[config.mk]
export PLATFORM = sky130hd
export DESIGN_NAME = sync_fifo_rd_ctrl
export DESIGN_NICKNAME = d
export VERILOG_FILES = /design/src/rtl/fifo_ctrl_pkg.sv /design/src/rtl/reg_fifo_buf.sv /design/src/rtl/sync_fifo_rd_ctrl.sv
export SDC_FILE = /design/constraint.sdc
export NUM_CORES = 1
export LEC_CHECK = 0
export ABC_AREA = 1
export CAP_MARGIN = 20
export CORE_MARGIN = 2
export CORE_UTILIZATION = 45
export DETAILED_ROUTE_END_ITERATION = 7
export PLACE_DENSITY = 0.65
export SLEW_MARGIN = 10
export SYNTH_ARGS = -nofsm -noshare
export SYNTH_HDL_FRONTEND = slang
export SYNTH_SLANG_ARGS = --single-unit
[constraint.sdc]
create_clock -name clk -period 3.07 [get_ports clk]
set_clock_uncertainty 0.2 [all_clocks]
set_input_delay 0.7675 -clock clk [delete_from_list [all_inputs] [get_ports clk]]
set_output_delay 0.7675 -clock clk [all_outputs]
set_load 0.02 [all_outputs]
[src/rtl/fifo_ctrl_pkg.sv]
// Shared types and helpers for the FIFO read-side controller and its register buffer.
package fifo_ctrl_pkg;

    typedef enum logic [1:0] {
        IDLE,
        RUN,
        FLUSH
    } rd_state_e;

    localparam int RD_LAT_SDP = 3;

    function automatic int cnt_w(input int depth);
        return $clog2(depth + 1);
    endfunction

endpackage

[src/rtl/reg_fifo_buf.sv]
// Register-based circular buffer holding words returned by the FIFO until the stream consumer takes them.
module reg_fifo_buf
    import fifo_ctrl_pkg::*;
#(
    parameter int DW        = 18,
    parameter int BUF_DEPTH = 8
) (
    input  logic                         clk,
    input  logic                         rst,
    input  logic                         push,
    input  logic                         pop,
    input  logic                         clear,
    input  logic [DW-1:0]                din,
    output logic [DW-1:0]                head,
    output logic [cnt_w(BUF_DEPTH)-1:0]  occ
);

    localparam int CW = cnt_w(BUF_DEPTH);
    localparam int PW = (BUF_DEPTH > 1) ? $clog2(BUF_DEPTH) : 1;

    logic [DW-1:0] mem [BUF_DEPTH];
    logic [PW-1:0] rd_ptr;
    logic [PW-1:0] wr_ptr;
    logic          do_push;
    logic          do_pop;

    function automatic logic [PW-1:0] wrap_inc(input logic [PW-1:0] p);
        return (p == PW'(BUF_DEPTH - 1)) ? '0 : p + PW'(1);
    endfunction

    // A full buffer still accepts a push when the head leaves in the same cycle.
    assign do_pop  = pop & (occ != '0);
    assign do_push = push & ((occ != CW'(BUF_DEPTH)) | do_pop);
    assign head    = mem[rd_ptr];

    always_ff @(posedge clk) begin
        if (rst || clear) begin
            rd_ptr <= '0;
            wr_ptr <= '0;
            occ    <= '0;
        end else begin
            if (do_push) begin
                wr_ptr <= wrap_inc(wr_ptr);
            end
            if (do_pop) begin
                rd_ptr <= wrap_inc(rd_ptr);
            end
            case ({do_push, do_pop})
                2'b10:   occ <= occ + CW'(1);
                2'b01:   occ <= occ - CW'(1);
                default: occ <= occ;
            endcase
        end
    end

    always_ff @(posedge clk) begin
        if (do_push && !clear) begin
            mem[wr_ptr] <= din;
        end
    end

endmodule

[src/rtl/sync_fifo_rd_ctrl.sv]
// Read-side controller: issues credit-limited FIFO reads, buffers the fixed-latency returns
// and presents them as a valid/ready stream with enable and flush sequencing.
module sync_fifo_rd_ctrl
    import fifo_ctrl_pkg::*;
#(
    parameter int DW        = 18,
    parameter int PTR       = 15,
    parameter int RD_LAT    = RD_LAT_SDP,
    parameter int BUF_DEPTH = 8
) (
    input  logic           clk,
    input  logic           rst,
    input  logic           rd_en,
    input  logic           flush,
    input  logic           fifo_empty,
    input  logic [PTR:0]   fifo_data_avail,
    output logic           fifo_ren,
    input  logic           fifo_dout_valid,
    input  logic [DW-1:0]  fifo_dout,
    output logic           m_valid,
    input  logic           m_ready,
    output logic [DW-1:0]  m_data,
    output logic           busy,
    output logic [PTR:0]   stat_avail,
    output logic           ovf_err
);

    localparam int CW = cnt_w(BUF_DEPTH);

    // Shallower buffers stay correct through the credit check but cannot sustain one word per cycle.
    if (BUF_DEPTH < RD_LAT + 2) begin : g_reduced_rate
    end

    rd_state_e     state;
    logic [CW-1:0] inflight;
    logic [CW-1:0] occ;
    logic [CW:0]   credits_used;
    logic          accepted;
    logic          push;
    logic          pop;
    logic          ret;

    // Credits count both buffered and in-flight words, so a same-cycle pop frees a slot only next cycle.
    assign credits_used = {1'b0, occ} + {1'b0, inflight};
    assign fifo_ren     = (state == RUN) & ~fifo_empty & (credits_used < (CW + 1)'(BUF_DEPTH));
    assign accepted     = fifo_ren;
    assign ret          = fifo_dout_valid & (inflight != '0);

    assign m_valid = (occ != '0);
    assign pop     = m_valid & m_ready;
    assign push    = fifo_dout_valid & (state != FLUSH);
    assign busy    = (inflight != '0) | (occ != '0);

    reg_fifo_buf #(
        .DW        (DW),
        .BUF_DEPTH (BUF_DEPTH)
    ) u_buf (
        .clk   (clk),
        .rst   (rst),
        .push  (push),
        .pop   (pop),
        .clear (flush),
        .din   (fifo_dout),
        .head  (m_data),
        .occ   (occ)
    );

    always_ff @(posedge clk) begin
        if (rst) begin
            state      <= IDLE;
            inflight   <= '0;
            stat_avail <= '0;
            ovf_err    <= 1'b0;
        end else begin
            case ({accepted, ret})
                2'b10:   inflight <= inflight + CW'(1);
                2'b01:   inflight <= inflight - CW'(1);
                default: inflight <= inflight;
            endcase

            stat_avail <= fifo_data_avail + (PTR + 1)'(occ) + (PTR + 1)'(inflight);

            if (push && !flush && (occ == CW'(BUF_DEPTH)) && !pop) begin
                ovf_err <= 1'b1;
            end

            if (flush) begin
                state <= FLUSH;
            end else begin
                case (state)
                    IDLE:    if (rd_en) state <= RUN;
                    RUN:     if (!rd_en) state <= IDLE;
                    FLUSH:   if (inflight == '0) state <= rd_en ? RUN : IDLE;
                    default: state <= IDLE;
                endcase
            end
        end
    end

endmodule

==> impl_metrics.env <==
export IMPL_outcome="completed"
export IMPL_whs_path_depth=2
export IMPL_synth_edff_count=144
export IMPL_first_iter_violations=306
export IMPL_synth_area_top_cells="edfxtp_1 (55%), dfxtp_1 (9.2%), nor2_1 (7.1%)"
export IMPL_clk_pin_slew_ps=70
export IMPL_post_dp_cell_area_mm2=0.00904
export IMPL_r2r_slack_ps=470
export IMPL_holdWs_ps=294
export IMPL_synth_top_cell_by_area="edfxtp_1"
export IMPL_cp_data_required_time_ps=2100
export IMPL_die_x_um=136
export IMPL_grt_setup_unrepaired="no"
export IMPL_clockRootBuffer="clkbuf_16"
export IMPL_post_route_min_period_ps=2870
export IMPL_ys_types=32
export IMPL_nFillCells=1468
export IMPL_worst_pin_slew_ps=449
export IMPL_synth_avg_cell_area_um2=10.5
export IMPL_slew_headroom_pct=70.0
export IMPL_synth_warning_count=0
export IMPL_drive_gt1_share_pct=9.80
export IMPL_core_area_mm2=0.0172
export IMPL_seq_power_share_pct=45.2
export IMPL_post_drt_wl_per_cell_um=15.6
export IMPL_clk_latency_ps=430
export IMPL_place_gp_congestion=0.853
export IMPL_cts_tree="built"
export IMPL_grt_pass1_wl_um=27200
export IMPL_grt_max_degree=73
export IMPL_area_delta_synth_final_pct=23.4
export IMPL_power_internal_mw=4.49
export IMPL_start_util_pct=45.7
export IMPL_endpoint_kind="output port"
export IMPL_yosysTopAreaCellShare_pct=55.1
export IMPL_finalNonFillerCells=1083
export IMPL_drc=0
export IMPL_power_total_mw=6.15
export IMPL_setup_ws_ps=198
export IMPL_regToRegEndpoint="inflight[3]"
export IMPL_vias=5486
export IMPL_dr_pass1_iters=4
export IMPL_path_class="input port to output port"
export IMPL_boundaryPins=79
export IMPL_worstPathArrival_ps=1900
export IMPL_p_per_area_mw_per_mm2=635
export IMPL_max_freq_mhz=348
export IMPL_synthCells=747
export IMPL_slew_viol_final=0
export IMPL_ant_nets=0
export IMPL_ys_seq_elements=180
export IMPL_start_kind="input port"
export IMPL_design_area_mm2=0.00969
export IMPL_dpl_cell_count=1048
export IMPL_ctsHoldBuffers=0
export IMPL_synth_main_ff_cell="edfxtp_1"
export IMPL_viasPerCell=5.07
export IMPL_r2r_cells=12
export IMPL_die_h_um=136
export IMPL_drt_wl_total_um=16900
export IMPL_cts_buffers=17
export IMPL_drv_cap=0
export IMPL_final_common_cell="nor2_1"
export IMPL_combPwrFrac_pct=17.2
export IMPL_synth_area_mm2=0.00785
export IMPL_hpwl_um=10300
export IMPL_leakagePower_nw=3.76
export IMPL_report_final_setup_viol=0
export IMPL_overflow=0
export IMPL_reg2reg_from="inflight[3]"
export IMPL_period_share_pct=93.5
export IMPL_min_from="u_buf.rd_ptr[0]"
export IMPL_htreeDepth=4
export IMPL_final_cell_mix="nor2_1 (148), edfxtp_1 (144), nand2_1 (124), o21ai_1 (76), clkdlybuf4s50_1 (58)"
export IMPL_die_area_mm2=0.0185
export IMPL_yosysSeqAreaShare_pct=64.3
export IMPL_track_usage_pct=19.4
export IMPL_syn_nets=812
export IMPL_io_buffers=78
export IMPL_p_clk_share_pct=37.6
export IMPL_row_count=48
export IMPL_finalHoldViolCount=0
export IMPL_p_sw_share_pct=27.0
export IMPL_ys_async_sr_fraction_pct=0
export IMPL_place_ws_ps=-242
export IMPL_antenna_found_initial=1
export IMPL_crit_fanout=2
export IMPL_hold_path_class="flop to flop"
export IMPL_nets=909
export IMPL_cts_sinks=180
export IMPL_clockBufferDepth=2
export IMPL_irDropWorstVdd_uv=463
export IMPL_p_switching_mw=1.66
export IMPL_grt_pass1_vias=5243
stage by stage:
| step | utilization [%] | TNS, ps |
|---|---|---|
| finish | 56.4 | 0 |
| global route | 56.4 | 0 |
| CTS | 56.4 | 0 |
| detailed placement | 52.6 | -785 |
| global placement | 52.6 | -442 |
| floorplan | - | 0 |
sequential cells by signal (all words and copies together) (netlist names), named ones only:
| signal | flops |
|---|---|
| inflight | 4 |
| ovf_err | 1 |
| stat_avail | 16 |
| state | 2 |
| u_buf.mem | 144 |
| u_buf.occ | 4 |
| u_buf.rd_ptr | 3 |
| u_buf.wr_ptr | 3 |
cells by family (layout without fill, tap and decap cells):
kind of cell	Yosys count	in the layout	share of synthesized area, %
buffers and inverters	81	191	5.24
XOR/XNOR	2	2	0.223
AO/OA/AOI/OAI	152	152	9.77
adder cells (fa/ha/maj)	24	24	4.49
AND/OR/NAND/NOR	308	308	16.0
other	0	1	0
flip-flops	180	180	64.3
worst max-delay path: stages:
cell and delay (ps):
clkdlybuf4s50_1 390, or2_0 220, nor4_1 150, o21ai_1 120
inv_1 90, clkbuf_2 180
Yosys cell counts (all sizes together), types with 2 or more instances:
cell / n
edfxtp: 144
o21ai: 125
a21oi: 25
dfxtp: 36
nand2: 131
nor2: 152
fa: 7
nand3: 15
xnor2: 2
buf: 28
ha: 17
nand3b: 3
or2: 4
inv: 52
nand4: 2
timing repair:
action / 4_1_cts / 5_1_grt
endpoints found under the setup margin: 19 / 2
gates resized for setup: 23 / 4
cloned: 0 / 0
buffers inserted: 2 / 0
final cells by class:
cell class / count / area (um2) / area share, %
Clock inverter: 15 / 216 / 2.23
Tap cell: 225 / 282 / 2.91
Multi-Input combinational cell: 486 / 2390 / 24.7
Inverter: 53 / 205 / 2.12
Clock buffer: 17 / 425 / 4.39
Sequential cell: 180 / 5050 / 52.1
Timing Repair Buffer: 106 / 1110 / 11.5
Antenna cell: 1 / 2.50 / 0.0258
per-layer routing:
layer	wire (um)	share of wire [%]	track usage, %	vias up
li1	-	-	-	2726
met1	7760	46	26.4	2638
met2	8180	48	30.5	103
met5	0	0	0	-
met4	274	1.6	7.29	0
met3	660	3.9	4.29	19
power by group through the flow:
stage / combinational, mW / clock (mW) / sequential (mW)
floorplan: 0.612 / 0 / 2.87
global placement: 1.05 / 0 / 2.83
detailed placement: 1.08 / 0 / 2.83
CTS: 1.07 / 2.36 / 2.78
global route: 1.19 / 2.45 / 2.79
finish: 1.06 / 2.31 / 2.78
worst max-delay path by stage:
stage                                end  cells past startpoint               start  slack (ps)
after floorplan           stat_avail[13]                     10  fifo_data_avail[1]         450
after global placement          fifo_ren                      6          fifo_empty        -200
final                           fifo_ren                      6          fifo_empty         200
after global routing           m_data[0]                      8                flop          30
after detailed placement        fifo_ren                      6          fifo_empty        -240
after CTS                       fifo_ren                      6          fifo_empty          30
Note: power is estimated with default switching activity, not from simulation.
